**src/rtl/pu_layer_ctrl.sv**
```systemverilog
// pu_layer_ctrl: sequences one neural layer through a 4-input PU with a 2-stage result pipeline
module pu_layer_ctrl #(
    parameter int ADDR_W      = 4,
    parameter int MAX_NEURONS = 16
) (
    input  logic              clk,
    input  logic              rst_n,
    input  logic              start,
    input  logic [ADDR_W:0]   neuron_count,
    input  logic              in_valid,
    output logic              in_ready,
    input  logic [31:0]       in_a1,
    input  logic [31:0]       in_a2,
    input  logic [31:0]       in_a3,
    input  logic [31:0]       in_a4,
    output logic [31:0]       a1,
    output logic [31:0]       a2,
    output logic [31:0]       a3,
    output logic [31:0]       a4,
    output logic [ADDR_W-1:0] w_addr,
    output logic              pu_issue,
    input  logic [31:0]       pu_out,
    output logic              res_we,
    output logic [ADDR_W-1:0] res_addr,
    output logic [31:0]       res_data,
    output logic              busy,
    output logic              done
);
    typedef enum logic [2:0] {IDLE, LOAD, ISSUE, DRAIN, DONE} state_t;

    localparam logic [ADDR_W:0] MAX_CNT = (ADDR_W+1)'(MAX_NEURONS);

    state_t            state, next;
    logic [ADDR_W:0]   cnt_max;
    logic [ADDR_W-1:0] k, w_hold, i1, i2;
    logic              v1, v2, last;

    assign last     = {1'b0, k} == cnt_max - 1'b1;
    assign res_we   = v2;
    assign res_addr = i2;
    assign res_data = pu_out;

    // state register
    always_ff @(posedge clk or negedge rst_n) begin
        if (!rst_n) state <= IDLE;
        else        state <= next;
    end

    // next-state and control outputs; DRAIN ends once stage 1 holds no valid neuron
    always_comb begin
        next     = state;
        in_ready = state == LOAD;
        pu_issue = state == ISSUE;
        busy     = state != IDLE;
        done     = state == DONE;
        w_addr   = state == ISSUE ? k : w_hold;
        case (state)
            IDLE:    next = start ? LOAD : IDLE;
            LOAD:    next = !in_valid ? LOAD : (cnt_max == '0 ? DONE : ISSUE);
            ISSUE:   next = last ? DRAIN : ISSUE;
            DRAIN:   next = v1 ? DRAIN : DONE;
            DONE:    next = IDLE;
            default: next = IDLE;
        endcase
    end

    // datapath: layer size, activation latch, issue counter and valid/index pipeline
    always_ff @(posedge clk or negedge rst_n) begin
        if (!rst_n) begin
            cnt_max <= '0;
            {a1, a2, a3, a4} <= '0;
            k       <= '0;
            w_hold  <= '0;
            v1      <= 1'b0;
            v2      <= 1'b0;
            i1      <= '0;
            i2      <= '0;
        end else begin
            if (state == IDLE && start)
                cnt_max <= neuron_count > MAX_CNT ? MAX_CNT : neuron_count;
            if (state == LOAD && in_valid) begin
                {a1, a2, a3, a4} <= {in_a1, in_a2, in_a3, in_a4};
                k <= '0;
            end
            if (state == ISSUE) begin
                w_hold <= k;
                if (!last) k <= k + 1'b1;
            end
            v1 <= state == ISSUE;
            i1 <= k;
            v2 <= v1;
            i2 <= i1;
        end
    end
endmodule

```
**config.mk**
```make
export PLATFORM = sky130hd
export DESIGN_NAME = pu_layer_ctrl
export DESIGN_NICKNAME = d
export VERILOG_FILES = /design/src/rtl/pu_layer_ctrl.sv
export SDC_FILE = /design/constraint.sdc
export NUM_CORES = 1
export LEC_CHECK = 0
export CAP_MARGIN = 10
export CORE_AREA = 3 3 134 136
export CTS_CLUSTER_SIZE = 20
export DETAILED_ROUTE_END_ITERATION = 10
export DIE_AREA = 0 0 137 139
export GPL_TIMING_DRIVEN = 0
export MAX_ROUTING_LAYER = met4
export PLACE_DENSITY = 0.75
export SYNTH_ARGS = -nofsm -noshare
export SYNTH_HDL_FRONTEND = slang
export SYNTH_SLANG_ARGS = --single-unit
```
**constraint.sdc**
```tcl
create_clock -name clk -period 2.49 [get_ports clk]
set_clock_uncertainty 0.1 [all_clocks]
set_input_delay 0.498 -clock clk [delete_from_list [all_inputs] [get_ports clk]]
set_output_delay 0.498 -clock clk [all_outputs]
set_load 0.01 [all_outputs]
```
**Word-level counts from Yosys, hierarchy flattened**

Index checks and enable logic that the tools add are counted.
Widths: inputs -> output; s select.

- Equal/unequal tests: 5
- Reduce and logical (&&, ||, !) cells: 5
- Magnitude comparators: 1
- Add/sub/neg operators: 2
- Mux-type cells: 11

Operator list:

| operator | count |
|---|---|
| $mux 4 | 4 |
| $pmux 3 s4 | 1 |
| $mux 3 | 3 |
| $eq 3x2->1 const B | 2 |
| $eq 4x5->1 | 1 |
| $gt 5x5->1 const B | 1 |
| $logic_not 5->1 | 1 |
| $mux 5 | 1 |
| $sub 5x1->5 const B | 1 |
| $add 4x1->4 const B | 1 |
| $eq 3x1->1 const B | 1 |
| $eq 3x3->1 const B | 1 |
| $logic_not 3->1 | 1 |
| $reduce_bool 3->1 | 1 |
| $logic_and 1x1->1 | 2 |
| $mux 1 | 2 |

- Input port bits: 169
- Bits in registers: 154
- Word-level logic and storage cells: 36

**Depth between registers and ports, before layout**

Gate-level depths: netlist of the first run.

- Depth in word-level cells: 5
- Depth in mapped cells: 7
- Gate-level depth less buffers: 7

**Worst setup path before layout of the first run**

OpenSTA, ideal clock, no wires.

- Path type: register to register
- Start point: register cnt_max[0]
- End point: register k[2]
- Setup slack: 310 ps
- Path buffers: 0
- Data arrival time: 1,961 ps
- Clock period less this slack: 2,180 ps
- Cell stages (with the launch flop): 8
- Cell sequence: dfrtp_1 > inv_1 > ha_1 > or3b_4 > o2bb2ai_2 > o41ai_4 > mux2i_1 > a21o_1

- Longest elaborated chain between the ends: 4

Ends and longest elaborated chain:

| element | RTL line | RTL |
|---|---|---|
| start: declaration | 34 | `logic [ADDR_W:0] cnt_max;` |
| start signal: assignment | 80 | `cnt_max <= neuron_count > MAX_CNT ? MAX_CNT : neuron_count;` |
| $sub 5x1->5 | 38 | `assign last = {1'b0, k} == cnt_max - 1'b1;` |
| $eq 4x5->1 | 38 |  |
| $mux 4 | 87 | `if (!last) k <= k + 1'b1;` |
| $mux 4 | 85 | `if (state == ISSUE) begin` |
| end signal: assignment | 87 |  |
| end: declaration | 35 | `logic [ADDR_W-1:0] k, w_hold, i1, i2;` |

Every way passes these cells.
A chain may end at the register's enable or synchronous reset.

**Worst setup path after layout of the first run**

- Start point: register state[2]
- End point: output in_ready

- Longest elaborated chain between the ends: 1

Ends and longest elaborated chain:

| element | RTL line | RTL |
|---|---|---|
| start: declaration | 33 | `state_t state, next;` |
| start signal: assignment | 46 | `else state <= next;` |
| $eq 3x1->1 | 52 | `in_ready = state == LOAD;` |
| end: declaration | 11 | `output logic in_ready,` |

Every way passes these cells.

==> results of run 1 <==
==> cell usage after synthesis <==
cell type | count | area, µm²
nor4_1 | 1 | 6.26
o21ai_0 | 8 | 40.0
o2bb2ai_2 | 1 | 15.0
nor2_1 | 6 | 22.5
buf_2 | 11 | 55.1
buf_6 | 2 | 22.5
nor3b_1 | 2 | 15.0
a211oi_1 | 1 | 7.51
or2b_2 | 1 | 8.76
xnor2_1 | 3 | 26.3
o41ai_4 | 1 | 27.5
xor2_1 | 3 | 26.3
mux2_2 | 133 | 1500
mux2i_1 | 1 | 10.0
nand3_1 | 1 | 5.00
nand3b_1 | 3 | 22.5
and3b_2 | 1 | 10.0
dfrtp_1 | 154 | 3850
or3b_4 | 1 | 11.3
o211ai_1 | 1 | 7.51
clkbuf_1 | 2 | 7.51
inv_1 | 5 | 18.8
or2b_1 | 1 | 7.51
buf_4 | 32 | 240
nor3_1 | 2 | 10.0
nand2b_1 | 5 | 31.3
o31ai_2 | 1 | 12.5
a21oi_1 | 2 | 10.0
and2b_2 | 1 | 8.76
ha_1 | 2 | 25.0
nand2_1 | 7 | 26.3
or3_1 | 1 | 6.26
nor2b_1 | 4 | 25.0
a21o_1 | 1 | 7.51
==> layout make-up <==
cell class	count	area (µm²)	share of cell area
flip-flops and latches	154	3860	0.378
plain buffers	47	327	0.0320
clock buffers	18	439	0.0431
well taps	225	282	0.0276
repair buffers	312	3140	0.308
multi-input cells	195	1930	0.190
clock inverters	14	194	0.0190
inverters	5	18.8	0.00184
==> final timing paths <==
| kind | from | end | slack, ns | cells past startpoint |
|---|---|---|---|---|
| worst min-delay path | rst_n | a2[20] | -0.008 | 1 |
| min in group clk | i1[0] | res_addr[0] | 0.25 | 0 |
| worst min register to register | i1[0] | res_addr[0] | 0.25 | 0 |
| max in group asynchronous | rst_n | a3[22] | 1.48 | 2 |
| worst max-delay path | state[2] | in_ready | 0.08 | 4 |
| worst max register to register | cnt_max[0] | k[2] | 0.23 | 7 |
==> sequential cells by signal, indices dropped and copies added (netlist names) <==
register	cells
a2	32
k	4
a4	32
cnt_max	5
w_hold	4
state	3
res_addr	4
v1	1
res_we	1
a3	32
i1	4
a1	32
==> layout by cell type (no fill, tap or decap), types with 4 or more instances in the layout <==
master / synthesis / layout
clkdlybuf4s50_1: 0 / 302
dfrtp_1: 154 / 152
mux2_2: 133 / 133
buf_4: 32 / 34
clkbuf_16: 0 / 17
buf_2: 11 / 11
o21ai_0: 8 / 8
nand2_1: 7 / 6
inv_1: 5 / 5
nand2b_1: 5 / 5
nor2_1: 6 / 5
nor2b_1: 4 / 4
bufinv_16: 0 / 4
==> per-layer routing <==
layer | vias up | share of wire | routed length (µm) | global-route usage
li1 | 2019 | - | - | -
met3 | 25 | 0.093 | 1550 | 0.0588
met4 | 0 | 0.017 | 284 | 0.0551
met2 | 206 | 0.52 | 8650 | 0.305
met1 | 2183 | 0.37 | 6170 | 0.191
met5 | - | 0 | 0 | -
==> through the flow <==
stage,utilization,TNS (ns),area [µm²],power (mW)
finish,0.597,0,10200,12.9
global route,0.597,0,10200,13.6
CTS,0.597,0,10200,13.0
detailed placement,0.559,-26.38,9530,10.2
global placement,0.557,-795.19,9500,10.0
floorplan,-,0,6130,6.98
==> timing repair <==
item / 4_1_cts / 5_1_grt
resized for setup: 7 / 5
pin swaps: 0 / 1
buffers inserted: 2 / 0
setup endpoints to repair: 5 / 14
==> power groups by stage <==
| stage | Clock [mW] | Sequential, mW | Combinational (mW) |
|---|---|---|---|
| floorplan | 0 | 4.89 | 2.10 |
| global placement | 0 | 4.38 | 5.63 |
| detailed placement | 0 | 4.45 | 5.77 |
| CTS | 2.81 | 4.41 | 5.83 |
| global route | 2.92 | 4.56 | 6.12 |
| finish | 2.74 | 4.40 | 5.72 |
==> cells by family (layout without fill, tap and decap cells) <==
family,count (synthesis),count (layout),synth area share
AND/OR/NAND/NOR,37,37,0.0353
AO/OA/AOI/OAI,16,16,0.0208
flip-flops,154,154,0.629
buffers and inverters,52,396,0.0562
adder cells (fa/ha/maj),2,2,0.00408
XOR/XNOR,6,6,0.00858
multiplexers,134,134,0.246
==> reports/summary.txt, run 1 <==
Status - finished, violations left
Failing checks - negative hold slack
Sw frac - 0.302
IO Pins - 342
Drt drc - 0
Initial core utilization - 0.359
Slew Limit Headroom - 0.528
Post-Syn Nets - 572
Skew-Pair Late Insertion Delay - 0.41 ns
Worst vdd ir - 0.564 mV
Die width - 137 µm
Overall die height - 139 µm
Vias per cell - 4.57
Largest fanout on the critical path - 5
Hold_ws - -0.00802 ns
Final Hold Fails - 2
Psw - 3.88 mW
Worst Path Class, Setup - reg2out
Mean Syn Cell Area - 15.3 µm²
Clk pwr share - 0.213
Setup WS post-layout - 0.0824 ns
Inst Count DP - 936
Cts hold-fix bufs - 0
Mapped Area - 6130 µm²
Share of post-route cells with drive strength above 1 - 0.303
Yosys Warn Count - 0
HPWL after DPL - 12900 µm
Die ar. - 19000 µm²
Seq/Total Area, Yosys - 0.629
WP data arrival - 1.81 ns
Slew @ Worst Pin - 0.708 ns
Final ANT Viol Nets - 0
Hold Path Class - in2async
Initial antenna violation count - 0
Gr usage total - 0.177
Min cycle time layout - 2.41 ns
Clk sink count - 154
Synth cell types - 34
Total CTS buffers - 17
Req. time, crit path - 1.89 ns
N_diodes - 0
RSZ-0062 raised after global routing - false
Worst path top cell family by delay - buffers and inverters
Fmax - 415 MHz
Place WS - -0.382 ns
Clock transition at path regs - 0.07 ns
Buf+Inv Stages, Crit Path - 2
Port Buffers - 309
Post-Syn Instances - 401
# setup viols final - 0
Fill count - 1352
RePlAce Congestion - 0.774
Combinational power share - 0.445
Number of global-route vias before repair - 4811
Max stage delay on crit path - 0.56 ns
P per Cell Area - 1260 nW/µm²
Fin cells - 970
Max Cap Violations - 0
Clock Root Buffer - clkbuf_16
CTS tree - done
Total wire length - 16700 µm
CP Cell Sequence - buf_4 -> nand2b_1 -> nor2_1 -> clkdlybuf4s50_1
Fin nets - 903
Internal power - 8.99 mW
Area of the core - 17100 µm²
Final Cycle Share - 0.967
Nature of the critical path endpoint - output port
Grt ovf - 0
Drt first pass iters - 4
P&R area growth vs syn - 66.3%
Largest net degree at the start of global routing - 81
DRT iter0 DRCs - 79
Routed WL per cell - 17.2 µm
Slowest CP cell - clkdlybuf4s50_1
Max clock buf depth - 2
LEAKAGE - 4.36 nW
Reg power frac - 0.342
First-pass GRT wire length - 25500 µm
Element type at the critical path start - flop
Num rows - 48
Total number of vias - 4433
CTS HTree Levels - 4
Fin. max-slew vios - 0
Register bit total from synthesis - 154
(Power assumes the default switching activity.)
==> run 2: changes to the inputs <==
- PLACE_DENSITY: 0.75 -> 0.76
==> reports/summary.txt, run 2 (synthesis results as in run 1) <==
P&R area growth vs syn - 66.6%
Final Instance Area - 10200 µm²
Slew @ Worst Pin - 0.659 ns
RePlAce Congestion - 0.750
Slew Limit Headroom - 0.560
Clock Root Buffer - clkbuf_16
P per Cell Area - 1270 nW/µm²
LEAKAGE - 4.36 nW
Num rows - 48
Fin. max-slew vios - 0
Hold Path Class - in2async
Leading cell type in the layout, fill and taps excluded - clkdlybuf4s50_1
Overall die height - 139 µm
Core occupancy in the finished layout - 0.598
Hold_ws - -0.0176 ns
CTS tree - done
RSZ-0062 raised after global routing - false
Grt ovf - 0
Worst vdd ir - 0.574 mV
Max Cap Violations - 0
Final Hold Fails - 12
Final ANT Viol Nets - 0
Cts hold-fix bufs - 0
Failing checks - negative hold slack
Commonest cells after routing, fill and taps aside - clkdlybuf4s50_1, dfrtp_1, mux2_2
# setup viols final - 0
Fin nets - 902
Share of post-route cells with drive strength above 1 - 0.302
Initial core utilization - 0.359
Fill count - 1374
Skew-Pair Late Insertion Delay - 0.41 ns
Die width - 137 µm
First-pass GRT wire length - 25900 µm
Drt drc - 0
Max clock buf depth - 2
Final Cycle Share - 0.948
Req. time, crit path - 2.69 ns
IO Pins - 342
Worst Path Class, Setup - reg2reg
Clock transition at path regs - 0.06 ns
CTS HTree Levels - 4
Port Buffers - 309
Largest fanout on the critical path - 8
DRT iter0 DRCs - 133
Min cycle time layout - 2.36 ns
Largest net degree at the start of global routing - 85
Drt first pass iters - 4
Total wire length - 16900 µm
Routed WL per cell - 17.4 µm
HPWL after DPL - 13100 µm
WP data arrival - 2.57 ns
Element type at the critical path start - flop
Initial antenna violation count - 0
Gr usage total - 0.179
Die ar. - 19000 µm²
DP Area - 9530 µm²
Area of the core - 17100 µm²
Total number of vias - 4422
N_diodes - 0
Number of global-route vias before repair - 4892
Status - finished, violations left
Fmax - 424 MHz
Clk sink count - 154
Vias per cell - 4.56
Nature of the critical path endpoint - flop
Total CTS buffers - 17
## run 2: cell count changes in the layout (fill, tap and decap cells not counted), sizes merged
cell           before  now
buf                49   48
bufinv              4    5
clkbuf             20   21
clkdlybuf4s50     302  301
clkinv              6    2
clkinvlp            2    3
dlygate4sd2         3    4
inv                 7    8
## run 2: stage by stage
| stage | TNS, ns | hold slack (ns) | total power [mW] | cells | worst slack (ns) |
|---|---|---|---|---|---|
| finish | 0 | -0.0176 | 13.0 | 969 | 0.129 |
| detailed placement | -34.88 | 0.235 | 10.2 | 936 | -0.409 |
| global route | 0 | 0.0350 | 13.7 | 969 | 0.0355 |
| floorplan | 0 | 0.102 | 6.98 | 401 | 0.310 |
| CTS | 0 | 0.0103 | 13.1 | 969 | 0.00823 |
| global placement | -813.74 | 0.233 | 10.0 | 935 | -5.07 |
## run 2: routing by layer
metal / global-route usage / wire length [µm] / up-vias / share of wire
met4: 0.0425 / 208 / 0 / 0.012
met5: - / 0 / - / 0
met3: 0.0570 / 1410 / 17 / 0.084
li1: - / - / 2016 / -
met1: 0.194 / 6220 / 2200 / 0.37
met2: 0.318 / 9050 / 189 / 0.54
## run 2: path summary, 6_finish.rpt
check | slack (ns) | cells past startpoint | end | start
setup / recovery | 0.13 | 7 | k[2] | cnt_max[0]
hold / removal | -0.02 | 1 | w_hold[1] | rst_n
setup reg to reg | 0.13 | 7 | k[2] | cnt_max[0]
hold reg to reg | 0.25 | 0 | res_addr[2] | i1[2]
max in group asynchronous | 1.48 | 2 | a3[30] | rst_n
min in group clk | 0.25 | 0 | res_addr[2] | i1[2]
## run 2: repair_timing
| action | in CTS | in global routing |
|---|---|---|
| resized for setup | 7 | 8 |
| setup buffers | 1 | 0 |
| endpoints found under the setup margin | 5 | 74 |
| pin swaps | 0 | 0 |
## run 2: report_power, final
part           internal, mW  switching [mW]
Sequential             3.73           0.695
Combinational          3.54            2.15
Clock                  1.82            1.04
Total                  9.08            3.89
## run 2: cell type report
class                           count  area (µm²)  share of cell area
Inverter                            5        18.8             0.00184
Multi-Input combinational cell    195        1930               0.190
Tap cell                          225         282              0.0276
Clock buffer                       19         443              0.0434
Timing Repair Buffer              311        3130               0.307
Clock inverter                     13         215              0.0211
Buffer                             47         328              0.0321
Sequential cell                   154        3850               0.378
## run 2: critical path: stages, from the launching register on
cell and delay, ns:
dfrtp_1 0.41, inv_1 0.07, ha_1 0.21, or3b_4 0.41, o2bb2ai_2 0.15, o41ai_4 0.56, mux2i_1 0.14, a21o_1 0.19
